File: src/rtl/alu_arbiter.sv
`default_nettype none
// ============================================================================
// Module      : alu_arbiter
// Description : Round-robin share of one ALU between two requesters, with a
//               registered, tagged result on a valid/ready handshake.
// Revision    : 1.0  initial release
// ============================================================================
module alu_arbiter #(
    parameter int BITS  = 8,
    parameter int ALUOP = 4,
    parameter int CNTW  = 16
) (
    input  logic             clk,
    input  logic             reset,
    input  logic [1:0]       reqValid,
    input  logic [ALUOP-1:0] reqOp0,
    input  logic [ALUOP-1:0] reqOp1,
    input  logic [BITS-1:0]  reqA0,
    input  logic [BITS-1:0]  reqA1,
    input  logic [BITS-1:0]  reqB0,
    input  logic [BITS-1:0]  reqB1,
    output logic [1:0]       reqAck,
    output logic             respValid,
    input  logic             respReady,
    output logic [BITS-1:0]  respData,
    output logic             respId,
    output logic             respError,
    output logic             busy,
    output logic [CNTW-1:0]  opsDone
);

    localparam logic [1:0] c_IDLE = 2'd0;
    localparam logic [1:0] c_EXEC = 2'd1;
    localparam logic [1:0] c_DONE = 2'd2;

    localparam logic [ALUOP-1:0] c_OP_ADD = ALUOP'(1);
    localparam logic [ALUOP-1:0] c_OP_SUB = ALUOP'(2);
    localparam logic [ALUOP-1:0] c_OP_XOR = ALUOP'(3);
    localparam logic [ALUOP-1:0] c_OP_AND = ALUOP'(4);
    localparam logic [ALUOP-1:0] c_OP_OR  = ALUOP'(5);
    localparam logic [ALUOP-1:0] c_OP_SHL = ALUOP'(6);
    localparam logic [ALUOP-1:0] c_OP_SHR = ALUOP'(7);
    localparam logic [ALUOP-1:0] c_OP_ROR = ALUOP'(8);
    localparam logic [ALUOP-1:0] c_OP_ROL = ALUOP'(9);

    logic [1:0]       r_state;
    logic [1:0]       w_nextState;
    logic             r_lastGrant;
    logic             w_grant;
    logic [ALUOP-1:0] r_op;
    logic [BITS-1:0]  r_a;
    logic [BITS-1:0]  r_b;
    logic             r_id;
    logic [BITS-1:0]  w_result;
    logic             w_illegal;
    logic [31:0]      w_bWide;
    logic             w_shiftOk;
    logic             w_rotOk;
    logic [2*BITS-1:0] w_rorWide;
    logic [2*BITS-1:0] w_rolWide;

    assign respValid = (r_state == c_DONE);
    assign busy      = (r_state != c_IDLE);

    // Arbitration and next-state; a lone requester always wins, a tie goes
    // to whoever did not win last time.
    always_comb begin
        w_nextState = r_state;
        w_grant     = 1'b0;
        reqAck      = 2'b00;
        case (r_state)
            c_IDLE: begin
                if (reqValid != 2'b00) begin
                    w_grant     = (reqValid == 2'b11) ? ~r_lastGrant : reqValid[1];
                    reqAck      = w_grant ? 2'b10 : 2'b01;
                    w_nextState = c_EXEC;
                end
            end
            c_EXEC:  w_nextState = c_DONE;
            c_DONE:  if (respReady) w_nextState = c_IDLE;
            default: w_nextState = c_IDLE;
        endcase
    end

    assign w_bWide   = 32'(r_b);
    assign w_shiftOk = (w_bWide < 32'(BITS));
    assign w_rotOk   = (w_bWide != 32'd0) && w_shiftOk;
    assign w_rorWide = {r_a, r_a} >> r_b;
    assign w_rolWide = {r_a, r_a} << r_b;

    always_comb begin
        w_result  = '0;
        w_illegal = 1'b0;
        case (r_op)
            c_OP_ADD: w_result = r_a + r_b;
            c_OP_SUB: w_result = r_a - r_b;
            c_OP_XOR: w_result = r_a ^ r_b;
            c_OP_AND: w_result = r_a & r_b;
            c_OP_OR:  w_result = r_a | r_b;
            c_OP_SHL: w_result = w_shiftOk ? (r_a << r_b) : '0;
            c_OP_SHR: w_result = w_shiftOk ? (r_a >> r_b) : '0;
            c_OP_ROR: w_result = w_rotOk ? w_rorWide[BITS-1:0] : r_a;
            c_OP_ROL: w_result = w_rotOk ? w_rolWide[2*BITS-1:BITS] : r_a;
            default:  w_illegal = 1'b1;
        endcase
    end

    always_ff @(posedge clk or posedge reset) begin
        if (reset) begin
            r_state     <= c_IDLE;
            r_lastGrant <= 1'b1;
            r_op        <= '0;
            r_a         <= '0;
            r_b         <= '0;
            r_id        <= 1'b0;
            respData    <= '0;
            respId      <= 1'b0;
            respError   <= 1'b0;
            opsDone     <= '0;
        end else begin
            r_state <= w_nextState;
            case (r_state)
                c_IDLE: begin
                    if (reqValid != 2'b00) begin
                        r_op        <= w_grant ? reqOp1 : reqOp0;
                        r_a         <= w_grant ? reqA1 : reqA0;
                        r_b         <= w_grant ? reqB1 : reqB0;
                        r_id        <= w_grant;
                        r_lastGrant <= w_grant;
                    end
                end
                c_EXEC: begin
                    respData  <= w_result;
                    respId    <= r_id;
                    respError <= w_illegal;
                end
                c_DONE: begin
                    if (respReady) opsDone <= opsDone + CNTW'(1);
                end
                default: ;
            endcase
        end
    end

endmodule
`default_nettype wire

File: config.mk
export PLATFORM = sky130hd
export DESIGN_NAME = alu_arbiter
export DESIGN_NICKNAME = d
export VERILOG_FILES = /design/src/rtl/alu_arbiter.sv
export SDC_FILE = /design/constraint.sdc
export NUM_CORES = 1
export LEC_CHECK = 0
export CORE_AREA = 4 4 126 128
export DETAILED_ROUTE_END_ITERATION = 6
export DIE_AREA = 0 0 130 132
export DONT_BUFFER_PORTS = 1
export GPL_TIMING_DRIVEN = 1
export SYNTH_ARGS = -nofsm -noshare
export SYNTH_HDL_FRONTEND = slang
export SYNTH_SLANG_ARGS = --single-unit
File: constraint.sdc
create_clock -name clk -period 3.4 [get_ports clk]
set_clock_uncertainty 0.05 [all_clocks]
set_input_delay 0.68 -clock clk [delete_from_list [all_inputs] [get_ports clk]]
set_output_delay 0.68 -clock clk [all_outputs]
set_load 0.01 [all_outputs]
==> results.json <==
{
  "vias_per_cell": 5.83,
  "ys_ff_latch": 50,
  "endpoint": "respData[7]$_DFFE_PP0N_",
  "leakage_nw": 1.86,
  "slowest_delay_ns": 0.50,
  "vias": 3935,
  "gp_congestion": 0.978,
  "fmax_mhz": 340,
  "power.density_nw_per_um2": 1140,
  "dpl_cell_area_um2": 4530,
  "critPathLaunchType": "flip-flop",
  "power_mw": 5.36,
  "layout.nets": 557,
  "syn2layout_area_growth_pct": 8.83,
  "setup_violations": 0,
  "dp_hpwl_mm": 10.7,
  "relSlewSlack_pct": 40.6,
  "rsz0062_at_grt": "no",
  "min_period_ns": 2.95,
  "cts_buffers": 5,
  "synthFlopType": "dfrtp_1",
  "diodes": 0,
  "crit_buf_inv": 1,
  "finish.utilization_pct": 31.6,
  "worst_hold_slack_ns": 0.288,
  "worstSetupEndpointType": "flip-flop",
  "slowest_stage": "or3b_2",
  "grt_pass1_wl_mm": 22.4,
  "cts-root-buf": "clkbuf_16",
  "post-cts-setup-buffers": 0,
  "reg2reg_from": "r_b[0]$_DFFE_PP0P_",
  "syn_area_per_cell_um2": 8.68,
  "final-max-slew-violation-count": 0,
  "htreeDepth": 2,
  "status": "finished clean",
  "synth_warnings": 0,
  "worstSetupPathType": "flip-flop to flip-flop",
  "clock-sinks": 50,
  "postSynthCellCount": 498,
  "clkTransAtPathRegs_ns": 0.07,
  "rrSetupSlack_ns": 0.45,
  "die_area_um2": 17200,
  "seq_area_frac_synth_pct": 29.0,
  "grt_max_degree": 32,
  "grt_antenna_before_repair": 0,
  "hold_path.class": "primary input to asynchronous set/reset pin",
  "fp.dieW_um": 130,
  "hold_viol": 0,
  "wl_mm": 14.0,
  "ir_drop_uv": 579,
  "reg2reg_depth": 12,
  "postRouteAntennaNets": 0,
  "cp.depth": 12,
  "critPathLaunch": "r_b[0]$_DFFE_PP0P_",
  "tightest_slew_ns": 0.884,
  "clock_latency_ns": 0.29,
  "cts_tree": "built",
  "ctsHoldBuffers": 0,
  "ys_async_sr_fraction_pct": 100,
  "cp_cell_sequence": "inv_1 -> ha_1 -> or3b_2 -> nor3_1 -> nor2_1 -> xnor2_1 -> ha_1 -> or3_1 -> o32ai_1 -> xnor2_1 -> nand3b_1 -> nand4_1",
  "fin_setup_tns_ns": 0,
  "wl_per_cell_um": 20.7,
  "fp-row-count": 45,
  "syn_area_um2": 4320,
  "r2r-end": "respData[7]$_DFFE_PP0N_",
  "critical_path.top_delay_family": "simple AND/OR/NAND/NOR gates",
  "min_period_over_period_pct": 86.6,
  "syn_nets": 569,
  "dieHeight_um": 132,
  "drc": 0,
  "maxCapViolations": 0,
  "gr-total-overflow": 0,
  "yosysUniqueCellTypes": 76,
  "final_area_um2": 4700,
  "design.core.area_um2": 14900,
  "required_ns": 3.58,
  "track_usage_pct": 16.4,
  "clockBufferDepth": 2,
  "start_util_pct": 29.1,
  "synth_edf_count": 0,
  "drive_gt1_share_pct": 11.9,
  "crit_path_max_fanout": 6,
  "cts-resized-gates": 0,
  "first_iter_violations": 316,
  "grt_pass1_vias": 3970,
  "drt-pass1-iter-count": 5,
  "io_pins": 75,
  "cp.arrival_ns": 3.12,
  "port_buffers": 0
}
## area by class of cell
type | instances | area (µm²)
clock buffers | 5 | 125
clock inverters | 3 | 48.8
fillers | 1596 | 10200
inverters | 24 | 90.1
multi-input cells | 388 | 2820
flip-flops and latches | 50 | 1250
well taps | 188 | 235
repair buffers | 17 | 128
## Yosys cell counts (3+ instances only)
cell type	count	area, µm²
a2111oi_0	3	26.3
a211oi_1	4	30.0
a21oi_1	24	120
a221o_1	3	30.0
a221oi_1	3	26.3
a22o_1	3	26.3
a22oi_1	7	52.6
a31oi_1	5	31.3
a32o_1	3	30.0
a32oi_1	3	26.3
and3_1	3	18.8
buf_2	12	60.1
clkbuf_1	18	67.6
dfrtp_1	49	1230
ha_1	25	313
inv_1	23	86.3
mux2_2	9	101
mux2i_1	16	160
mux4_2	8	180
nand2_1	42	158
nand2b_1	7	43.8
nand3_1	11	55.1
nand3b_1	3	22.5
nand4_1	5	31.3
nor2_1	47	176
nor2b_1	8	50.1
nor3_1	13	65.1
o21a_1	5	37.5
o21ai_0	27	135
o22ai_1	14	87.6
o2bb2ai_1	6	52.6
o31ai_1	5	37.5
or3_1	3	18.8
xnor2_1	21	184
xor2_1	5	43.8
## report_power, final
part / total (mW) / switching (mW) / leakage (nW) / internal, mW
clock network: 0.580 / 0.228 / 0.0819 / 0.352
logic: 3.48 / 2.03 / 1.14 / 1.45
registers: 1.29 / 0.483 / 0.633 / 0.811
total: 5.36 / 2.74 / 1.86 / 2.62
## flip-flops by register name (all words and copies together) (netlist names)
| name | flops |
|---|---|
| opsDone | 16 |
| r_a | 8 |
| r_b | 8 |
| r_id | 1 |
| r_lastGrant | 1 |
| r_op | 4 |
| r_state | 2 |
| respData | 8 |
| respError | 1 |
| respId | 1 |
## kinds of logic (layout without fill, tap and decap cells)
family	count (synthesis)	count (layout)	synth area share [%]
DFF	50	50	29.0
buffers and inverters	60	49	5.97
and+or+nand+nor	159	159	18.3
xor gates and xnor gates	26	26	5.27
AOI/OAI and AO/OA	142	142	22.9
muxes	35	35	10.9
adders and majority gates	26	26	7.70
## how the worst min path moves through the flow
stage                     slack [ns]  cells past startpoint                       to        startpoint
final                           0.29                      1  opsDone[15]$_DFFE_PP0P_             reset
after CTS                       0.31                      1  opsDone[15]$_DFFE_PP0P_             reset
after global routing            0.34                      1  opsDone[15]$_DFFE_PP0P_             reset
after global placement          0.43                      2         r_id$_DFFE_PP0P_  r_id$_DFFE_PP0P_
after detailed placement        0.45                      2         r_id$_DFFE_PP0P_  r_id$_DFFE_PP0P_
after floorplan                 0.41                      2         r_id$_DFFE_PP0P_  r_id$_DFFE_PP0P_
## placed cells by master, fill, tap and decap left out, drive strengths merged, types with 10 or more instances in the layout
master	count
a21oi	24
buf	17
dfrtp	49
ha	25
inv	25
mux2	10
mux2i	17
nand2	42
nand3	11
nor2	48
nor3	13
o21ai	29
o22ai	14
xnor2	21
## per-layer routing
metal | track usage, % | share of wire (%) | up-vias
met1 | 22.3 | 42 | 1907
met4 | 5.20 | 2.9 | 0
li1 | - | - | 1804
met2 | 26.2 | 47 | 195
met3 | 3.24 | 7.8 | 29
met5 | 0 | 0 | -
## per-stage QoR
step / std cells / worst slack [ns]
floorplan: 498 / 0.378
global route: 675 / 0.246
CTS: 675 / 0.454
finish: 675 / 0.454
global placement: 667 / 0.580
detailed placement: 667 / 0.469
Note: power is estimated with default switching activity, not from simulation.
